--- src/rtl/nr_frame_ctrl_if.sv ---
// nr_frame_ctrl_if
//  AXI-Stream style beat bus used on both sides of nr_frame_ctrl.
//  data  : pixel beat
//  valid : beat present
//  user  : start-of-frame marker
//  last  : end-of-line marker
//  ready : sink can take the beat
//  master drives data/valid/user/last; slave drives ready.
interface nr_frame_ctrl_if #(
  parameter int DW = 40
);
  logic [DW-1:0] data;
  logic          valid;
  logic          user;
  logic          last;
  logic          ready;

  modport master (output data, valid, user, last, input ready);
  modport slave  (input data, valid, user, last, output ready);
endinterface

--- src/rtl/nr_frame_ctrl.sv ---
// nr_frame_ctrl
//  Frame sequencer in front of the noise-reduction core. Locks to SOF,
//  counts pixels/lines, regenerates user/last, latches bypass mode at frame
//  start only, flags malformed lines and resyncs on the next SOF.
//
// Ports
//  clk, rstn            clock, async active-low reset
//  cfg_enable           1 = run, 0 = stop at the next frame boundary
//  cfg_bypass           requested bypass, sampled on SOF beats only
//  s (slave)            upstream beat stream
//  m (master)           downstream beat stream, one register slice
//  nr_bypass            frame-stable bypass select
//  frame_done           pulse while the last beat of a clean frame is
//                       accepted downstream
//  err_early_eol        pulse: last before beat H_ACTIVE
//  err_late_eol         pulse: beat H_ACTIVE without last
//  err_sof              pulse: SOF marker mid-frame
//  frame_cnt            completed frame count
//
// Build option
//  NR_FRAME_CNT_EN      when defined, frame_cnt counts frame_done pulses
//                       (wrapping); otherwise it is tied to zero.
module nr_frame_ctrl #(
  parameter int DATA_WIDTH = 40,
  parameter int H_ACTIVE   = 1920,
  parameter int V_ACTIVE   = 1080
) (
  input  logic                   clk,
  input  logic                   rstn,
  input  logic                   cfg_enable,
  input  logic                   cfg_bypass,
  nr_frame_ctrl_if.slave         s,
  nr_frame_ctrl_if.master        m,
  output logic                   nr_bypass,
  output logic                   frame_done,
  output logic                   err_early_eol,
  output logic                   err_late_eol,
  output logic                   err_sof,
  output logic [15:0]            frame_cnt
);

  localparam int PW = (H_ACTIVE > 1) ? $clog2(H_ACTIVE) : 1;
  localparam int LW = (V_ACTIVE > 1) ? $clog2(V_ACTIVE) : 1;
  localparam logic [PW-1:0] PIX_LAST  = PW'(H_ACTIVE - 1);
  localparam logic [LW-1:0] LINE_LAST = LW'(V_ACTIVE - 1);

  typedef enum logic [1:0] {IDLE, WAIT_SOF, ACTIVE, RESYNC} state_t;

  state_t                state_q, state_d;
  logic [PW-1:0]         pix_q, pix_d, pix_cur;
  logic [LW-1:0]         line_q, line_d, line_cur;
  logic                  bypass_q, bypass_d;

  logic                  valid_q, user_q, last_q, eof_q;
  logic [DATA_WIDTH-1:0] data_q;
  logic                  early_q, late_q, sof_err_q;

  logic                  out_free, s_ready_c;
  logic                  beat, sof, e_sof;
  logic                  ld_last, ld_eof, e_early, e_late;

  // Output slot can take a new beat this cycle.
  assign out_free = !valid_q || m.ready;

  always_comb begin
    state_d   = state_q;
    pix_d     = pix_q;
    line_d    = line_q;
    bypass_d  = bypass_q;
    s_ready_c = 1'b0;
    beat      = 1'b0;
    sof       = 1'b0;
    e_sof     = 1'b0;
    ld_last   = 1'b0;
    ld_eof    = 1'b0;
    e_early   = 1'b0;
    e_late    = 1'b0;

    case (state_q)
      IDLE: begin
        if (cfg_enable) state_d = WAIT_SOF;
      end
      WAIT_SOF, RESYNC: begin
        // Non-SOF beats are swallowed freely; an SOF beat is forwarded, so
        // it must wait for the output slot if the previous frame's final
        // beat is still stalled there.
        s_ready_c = !(s.valid && s.user) || out_free;
        if (s.valid && s.user && out_free) begin
          beat = 1'b1;
          sof  = 1'b1;
        end else if (!cfg_enable) begin
          state_d = IDLE;
        end
      end
      ACTIVE: begin
        s_ready_c = out_free;
        if (s.valid && out_free) begin
          beat = 1'b1;
          if (s.user) begin
            sof   = 1'b1;
            e_sof = (pix_q != '0) || (line_q != '0);
          end
        end
      end
      default: state_d = IDLE;
    endcase

    // A SOF beat is pixel 0 of line 0 regardless of the running counters.
    pix_cur  = sof ? '0 : pix_q;
    line_cur = sof ? '0 : line_q;

    if (beat) begin
      state_d = ACTIVE;
      pix_d   = pix_cur + 1'b1;
      line_d  = line_cur;
      if (sof) bypass_d = cfg_bypass;
      // A mid-frame SOF restarts the frame; line-length checks are skipped
      // for that beat.
      if (!e_sof) begin
        if (pix_cur == PIX_LAST) begin
          ld_last = 1'b1;
          pix_d   = '0;
          if (!s.last) begin
            e_late  = 1'b1;
            line_d  = '0;
            state_d = RESYNC;
          end else if (line_cur == LINE_LAST) begin
            ld_eof  = 1'b1;
            line_d  = '0;
            state_d = cfg_enable ? WAIT_SOF : IDLE;
          end else begin
            line_d = line_cur + 1'b1;
          end
        end else if (s.last) begin
          ld_last = 1'b1;
          e_early = 1'b1;
          pix_d   = '0;
          line_d  = '0;
          state_d = RESYNC;
        end
      end
    end
  end

  always_ff @(posedge clk or negedge rstn) begin
    if (!rstn) begin
      state_q   <= IDLE;
      pix_q     <= '0;
      line_q    <= '0;
      bypass_q  <= 1'b0;
      valid_q   <= 1'b0;
      data_q    <= '0;
      user_q    <= 1'b0;
      last_q    <= 1'b0;
      eof_q     <= 1'b0;
      early_q   <= 1'b0;
      late_q    <= 1'b0;
      sof_err_q <= 1'b0;
    end else begin
      state_q   <= state_d;
      pix_q     <= pix_d;
      line_q    <= line_d;
      bypass_q  <= bypass_d;
      if (beat) begin
        valid_q <= 1'b1;
        data_q  <= s.data;
        user_q  <= sof;
        last_q  <= ld_last;
        eof_q   <= ld_eof;
      end else if (m.ready) begin
        valid_q <= 1'b0;
      end
      early_q   <= e_early;
      late_q    <= e_late;
      sof_err_q <= e_sof;
    end
  end

  assign s.ready       = s_ready_c;
  assign m.valid       = valid_q;
  assign m.data        = data_q;
  assign m.user        = user_q && valid_q;
  assign m.last        = last_q && valid_q;
  assign nr_bypass     = bypass_q;
  // eof_q is only set on the final beat of a frame with no line errors.
  assign frame_done    = valid_q && m.ready && eof_q;
  assign err_early_eol = early_q;
  assign err_late_eol  = late_q;
  assign err_sof       = sof_err_q;

`ifdef NR_FRAME_CNT_EN
  logic [15:0] fcnt_q;
  always_ff @(posedge clk or negedge rstn) begin
    if (!rstn)           fcnt_q <= '0;
    else if (frame_done) fcnt_q <= fcnt_q + 16'd1;
  end
  assign frame_cnt = fcnt_q;
`else
  assign frame_cnt = 16'h0000;
`endif

endmodule
--- src/flat_wrapper.sv ---
// flat-port wrapper written by rule: the top's interface ports become plain ports
module nr_frame_ctrl_flat 
#(
  parameter int DATA_WIDTH = 40,
  parameter int H_ACTIVE   = 1920,
  parameter int V_ACTIVE   = 1080
)
  (clk, rstn, cfg_enable, cfg_bypass, nr_bypass, frame_done, err_early_eol, err_late_eol, err_sof, frame_cnt, s_data, s_valid, s_user, s_last, s_ready, m_data, m_valid, m_user, m_last, m_ready);
  nr_frame_ctrl_if s_i ();
  nr_frame_ctrl_if m_i ();
  input  logic clk;
  input  logic rstn;
  input  logic cfg_enable;
  input  logic cfg_bypass;
  output logic nr_bypass;
  output logic frame_done;
  output logic err_early_eol;
  output logic err_late_eol;
  output logic err_sof;
  output logic [15:0] frame_cnt;
  input wire logic [$bits(s_i.data)-1:0] s_data;
  input wire logic [$bits(s_i.valid)-1:0] s_valid;
  input wire logic [$bits(s_i.user)-1:0] s_user;
  input wire logic [$bits(s_i.last)-1:0] s_last;
  output wire logic [$bits(s_i.ready)-1:0] s_ready;
  output wire logic [$bits(m_i.data)-1:0] m_data;
  output wire logic [$bits(m_i.valid)-1:0] m_valid;
  output wire logic [$bits(m_i.user)-1:0] m_user;
  output wire logic [$bits(m_i.last)-1:0] m_last;
  input wire logic [$bits(m_i.ready)-1:0] m_ready;
  assign s_i.data = s_data;
  assign s_i.valid = s_valid;
  assign s_i.user = s_user;
  assign s_i.last = s_last;
  assign s_ready = s_i.ready;
  assign m_data = m_i.data;
  assign m_valid = m_i.valid;
  assign m_user = m_i.user;
  assign m_last = m_i.last;
  assign m_i.ready = m_ready;
  nr_frame_ctrl #(.DATA_WIDTH(DATA_WIDTH), .H_ACTIVE(H_ACTIVE), .V_ACTIVE(V_ACTIVE)) u_core (.clk(clk), .rstn(rstn), .cfg_enable(cfg_enable), .cfg_bypass(cfg_bypass), .s(s_i), .m(m_i), .nr_bypass(nr_bypass), .frame_done(frame_done), .err_early_eol(err_early_eol), .err_late_eol(err_late_eol), .err_sof(err_sof), .frame_cnt(frame_cnt));
endmodule
--- config.mk ---
export PLATFORM = sky130hd
export DESIGN_NAME = nr_frame_ctrl_flat
export DESIGN_NICKNAME = d
export VERILOG_FILES = /design/src/rtl/nr_frame_ctrl_if.sv /design/src/rtl/nr_frame_ctrl.sv /design/src/flat_wrapper.sv
export SDC_FILE = /design/constraint.sdc
export NUM_CORES = 1
export LEC_CHECK = 0
export ABC_AREA = 1
export BUFFER_PORTS_ARGS = -buffer_cell sky130_fd_sc_hd__clkbuf_2
export CAP_MARGIN = 20
export CORE_MARGIN = 2
export CORE_UTILIZATION = 52
export CTS_CLUSTER_SIZE = 12
export DETAILED_ROUTE_END_ITERATION = 8
export PLACE_DENSITY = 0.85
export SLEW_MARGIN = 20
export SYNTH_ARGS = -nofsm -noshare
export SYNTH_HDL_FRONTEND = slang
export SYNTH_SLANG_ARGS = --single-unit
--- constraint.sdc ---
create_clock -name clk -period 2.75 [get_ports clk]
set_input_delay 0.275 -clock clk [delete_from_list [all_inputs] [get_ports clk]]
set_output_delay 0.275 -clock clk [all_outputs]
set_load 0.005 [all_outputs]
==> tab_implementation.tex <==
\begin{tabular}{lr}
\hline
Metric & Value \\
\hline
\multicolumn{2}{l}{\textbf{CTS}} \\
\quad Inserted Clock Buffers & 9 \\
\quad Insertion delay to the later sink of the worst-skew pair & 0.35 ns \\
\quad Clock tree from TritonCTS & done \\
\quad Maximum buffer depth of the clock tree & 2 \\
\quad H-tree depth reported by CTS & 3 \\
\quad Number of gates resized after CTS & 0 \\
\quad Number of hold buffers added after CTS & 0 \\
\quad Buffers inserted during post-CTS setup optimization & 0 \\
\quad Clock-pin slew on the worst setup and hold paths & $\sim$0.080 ns \\
\quad Total number of clock tree sinks & 72 \\
\quad CTS Root Cell & clkbuf\_8 \\
\multicolumn{2}{l}{\textbf{Yosys}} \\
\quad Async SR Flop Fraction & 100\% \\
\quad Post-Synth Adder-Cell Area & 0.652\% \\
\quad Synth top cells by count & nand2\_1, dfrtp\_1, nand3\_1, inv\_1, nor2\_1 \\
\quad Proportion of netlist area held by the largest area contributor & a little under half \\
\quad Number of flops mapped to enable cells by yosys & 0 \\
\quad Share of the synthesized area in compound gates (AO/OA/AOI/OAI) & 3.59\% \\
\quad Synth warn & 0 \\
\quad Part of the Yosys area used for sequential elements & 47.0\% \\
\quad Share of synthesized cell area in and, or, nand and nor gates & between 30\% and 40\% \\
\quad Cell Area, Synth & 3840 sq um \\
\quad Count of different cell masters after synthesis & 35 \\
\quad Main combinational cell family by area after synthesis & simple AND/OR/NAND/NOR gates \\
\quad XOR/XNOR Fraction of Synth Area & 2.05\% \\
\quad Multiplexer share of the synthesized area & less than 1\% \\
\quad Top-count cell post-synth & nand2\_1 \\
\quad Yosys reg bits & 72 \\
\quad Top post-synthesis cells by area & dfrtp\_1, nand2\_1, nand3\_1 \\
\quad Commonest register cell after synthesis & dfrtp\_1 \\
\quad Avg Synthesized Cell Area & 7.61 sq um \\
\quad Area leader, netlist & dfrtp\_1 \\
\quad Mapped Cells & 504 \\
\multicolumn{2}{l}{\textbf{Final layout}} \\
\quad Final net count & 649 \\
\quad Share of layout cells above drive strength 1 & approximately 24\% \\
\quad Ant diodes & 0 \\
\quad Utilization after layout & 63.0\% \\
\quad Non-filler cells, final & 703 \\
\quad Area used by sequential logic in the layout & 1800 sq um \\
\quad Total area of multi-input combinational cells & 1710 sq um \\
\quad Area overhead of the layout relative to synthesis & 18.4\% \\
\quad Final-layout fill cell count & roughly 630 \\
\quad Post-route cell area & 4540 sq um \\
\multicolumn{2}{l}{\textbf{STA}} \\
\quad Unrepaired setup endpoints after global routing & false \\
\quad Number of failing hold endpoints at the final stage & 0 \\
\quad Min cycle time layout & $\sim$2.3 ns \\
\quad Setup TNS after final layout & 0 ns \\
\quad Final worst slack & between 0.4 and 0.5 ns \\
\quad Fmax & between 400 and 500 MHz \\
\quad Number of setup violations in the final report & 0 \\
\quad Final critical-path share of the clock period & 81.9\% \\
\quad Slew at the pin closest to its max-slew limit & 0.887 ns \\
\quad Final Slew Violations & 0 \\
\quad Worst Hold Slack & 0.116 ns \\
\quad Slew Limit Headroom & approximately two fifths \\
\quad Clk\_skew & 0.0106 ns \\
\multicolumn{2}{l}{\textbf{Floorplanning}} \\
\quad Standard cell core area & roughly 7000 sq um \\
\quad Die Wd & 89.9 um \\
\quad I/O pin cnt & about 110 \\
\quad Chip height & 89.9 um \\
\quad Die ar. & 8080 sq um \\
\quad Starting Density & 53.2\% \\
\quad Number of rows in the core area & 31 \\
\multicolumn{2}{l}{\textbf{Routing}} \\
\quad Routed metal-1 wirelength & 3.83 mm \\
\quad DRC violation count after routing & 0 \\
\quad Max layer used & met4 \\
\quad Via count normalized by instance count & 5.07 \\
\quad Met2 WL & 4.02 mm \\
\quad Routed Wire Length & 8.82 mm \\
\quad ANT nets after route & 0 \\
\quad Total vias in the final route & approximately 3600 \\
\quad Detailed route wirelength on metal3 & 785 um \\
\quad DR iter-0 viols & between 200 and 300 \\
\quad First drt pass iteration count & 6 \\
\quad WL/cell & 12.5 um \\
\multicolumn{2}{l}{\textbf{Global route}} \\
\quad Largest net degree at the start of global routing & 73 \\
\quad Antenna violations before repair & 0 \\
\quad Global-route wire length before repair & 15.4 mm \\
\quad Aggregate global routing overflow & 0 \\
\quad All-layer global routing usage & 23.2\% \\
\quad Vias in the first global route & approximately 3400 \\
\multicolumn{2}{l}{\textbf{Worst setup path}} \\
\quad Critical path start-end classification & reg -> reg \\
\quad Critical-path maximum fanout & 10 \\
\quad Arrival time of data at the critical path endpoint & 2.47 ns \\
\quad Required time at the endpoint of the critical path & a little under 3 ns \\
\quad Type of element launching the critical path & register \\
\quad Critical Path End Type & register \\
\multicolumn{2}{l}{\textbf{Power}} \\
\quad Worst ir drop on vdd & $\sim$0.72 mV \\
\quad Cell leakage power & 2.54 nW \\
\quad Power per Cell Area & slightly below 900 nW/um\^{}2 \\
\quad PnR Total Power & roughly 4 mW \\
\multicolumn{2}{l}{\textbf{Place}} \\
\quad Placed wire-length estimate & 6.37 mm \\
\quad Number of port buffers & 96 \\
\quad Pre-CTS setup slack & 0.530 ns \\
\quad Cell Count Post-Placement & 687 \\
\quad Post-placement cell area & around 4300 sq um \\
\quad Final Wtd Congestion & 0.945 \\
\multicolumn{2}{l}{\textbf{Min path}} \\
\quad Path category of the worst min-delay check & in -> async \\
\multicolumn{2}{l}{\textbf{Job}} \\
\quad Number of violations of the max-capacitance limit & 0 \\
\multicolumn{2}{l}{\textbf{Status}} \\
\quad Run status & completed \\
\hline
\end{tabular}
worst max-delay path, stage by stage (launching register included):
cell and delay (ns):
dfrtp_1 0.42, inv_2 0.11, nand2_2 0.07, nand3_2 0.14, nand2_1 0.10, inv_1 0.09
ha_1 0.26, inv_1 0.10, nor2_4 0.16, nand3_2 0.16, nand2_4 0.13, nand2_4 0.12
nand2_4 0.14, o22ai_1 0.10
registers in the layout (all words and copies together), names as in the netlist:
signal / cells
u_core.m.valid: 1
u_core.user_q: 1
u_core.state_q: 2
u_core.err_late_eol: 1
u_core.pix_q: 11
u_core.last_q: 1
u_core.m.data: 40
u_core.eof_q: 1
u_core.nr_bypass: 1
u_core.line_q: 11
u_core.err_early_eol: 1
u_core.err_sof: 1
cells by family (layout without fill, tap and decap cells):
kind of cell	after synthesis	after routing
adder cells (fa/ha/maj)	2	2
other	1	16
flip-flops	72	72
AND/OR/NAND/NOR	318	318
AO/OA/AOI/OAI	24	24
XOR/XNOR	9	9
buffers and inverters	77	162
multiplexers	1	1
where the power goes:
group / total [mW] / switching (mW) / internal [mW] / leakage, nW
Clock: 0.927 / 0.411 / 0.516 / 0.107
Combinational: 1.36 / 0.820 / 0.541 / 1.50
Sequential: 1.67 / 0.246 / 1.43 / 0.930
Total: 3.96 / 1.48 / 2.48 / 2.54
placed cells by master (no fill, tap or decap), types with 2 or more instances in the layout:
cell type and count:
buf_4 6, nor2_1 22, nand4_1 7, o21ai_1 2
nand3_1 44, nor2_2 6, o22ai_1 7, nand3_2 3
nor4_1 3, ha_1 2, xor2_1 6, o21ai_0 11
inv_6 2, nand2_1 211, dfrtp_1 72, clkbuf_2 95
nor3_1 6, nand2_2 7, inv_1 41, inv_2 3
bufinv_16 2, clkbuf_8 9, nor3_2 2, nand2_4 3
xnor2_1 3, conb_1 16, nor2_4 2
final timing paths:
kind | start | end | slack, ns | cells past startpoint
max | u_core.state_q[0] | u_core.pix_q[8] | 0.50 | 13
min | rstn | u_core.m.data[32] | 0.12 | 2
max reg2reg | u_core.state_q[0] | u_core.pix_q[8] | 0.50 | 13
min reg2reg | u_core.m.data[7] | u_core.m.data[7] | 0.48 | 2
max in group asynchronous | rstn | u_core.line_q[10] | 2.04 | 2
min in group clk | s_data[0] | u_core.m.data[0] | 0.12 | 3
layer usage:
layer  GRT usage [%]  up-vias
li1                -     1736
met1            31.4     1630
met2            35.4      179
met3            6.96       18
met4            9.10        0
met5               0        -
layout make-up:
class	instances	share of cell area, %
clock inverter	6	1.98
timing repair buffer	102	11.6
sequential	72	39.7
tap	99	2.73
clock buffer	10	2.81
multi-input combinational	370	37.6
inverter	44	3.64
Power figures use the tool's default switching activity.
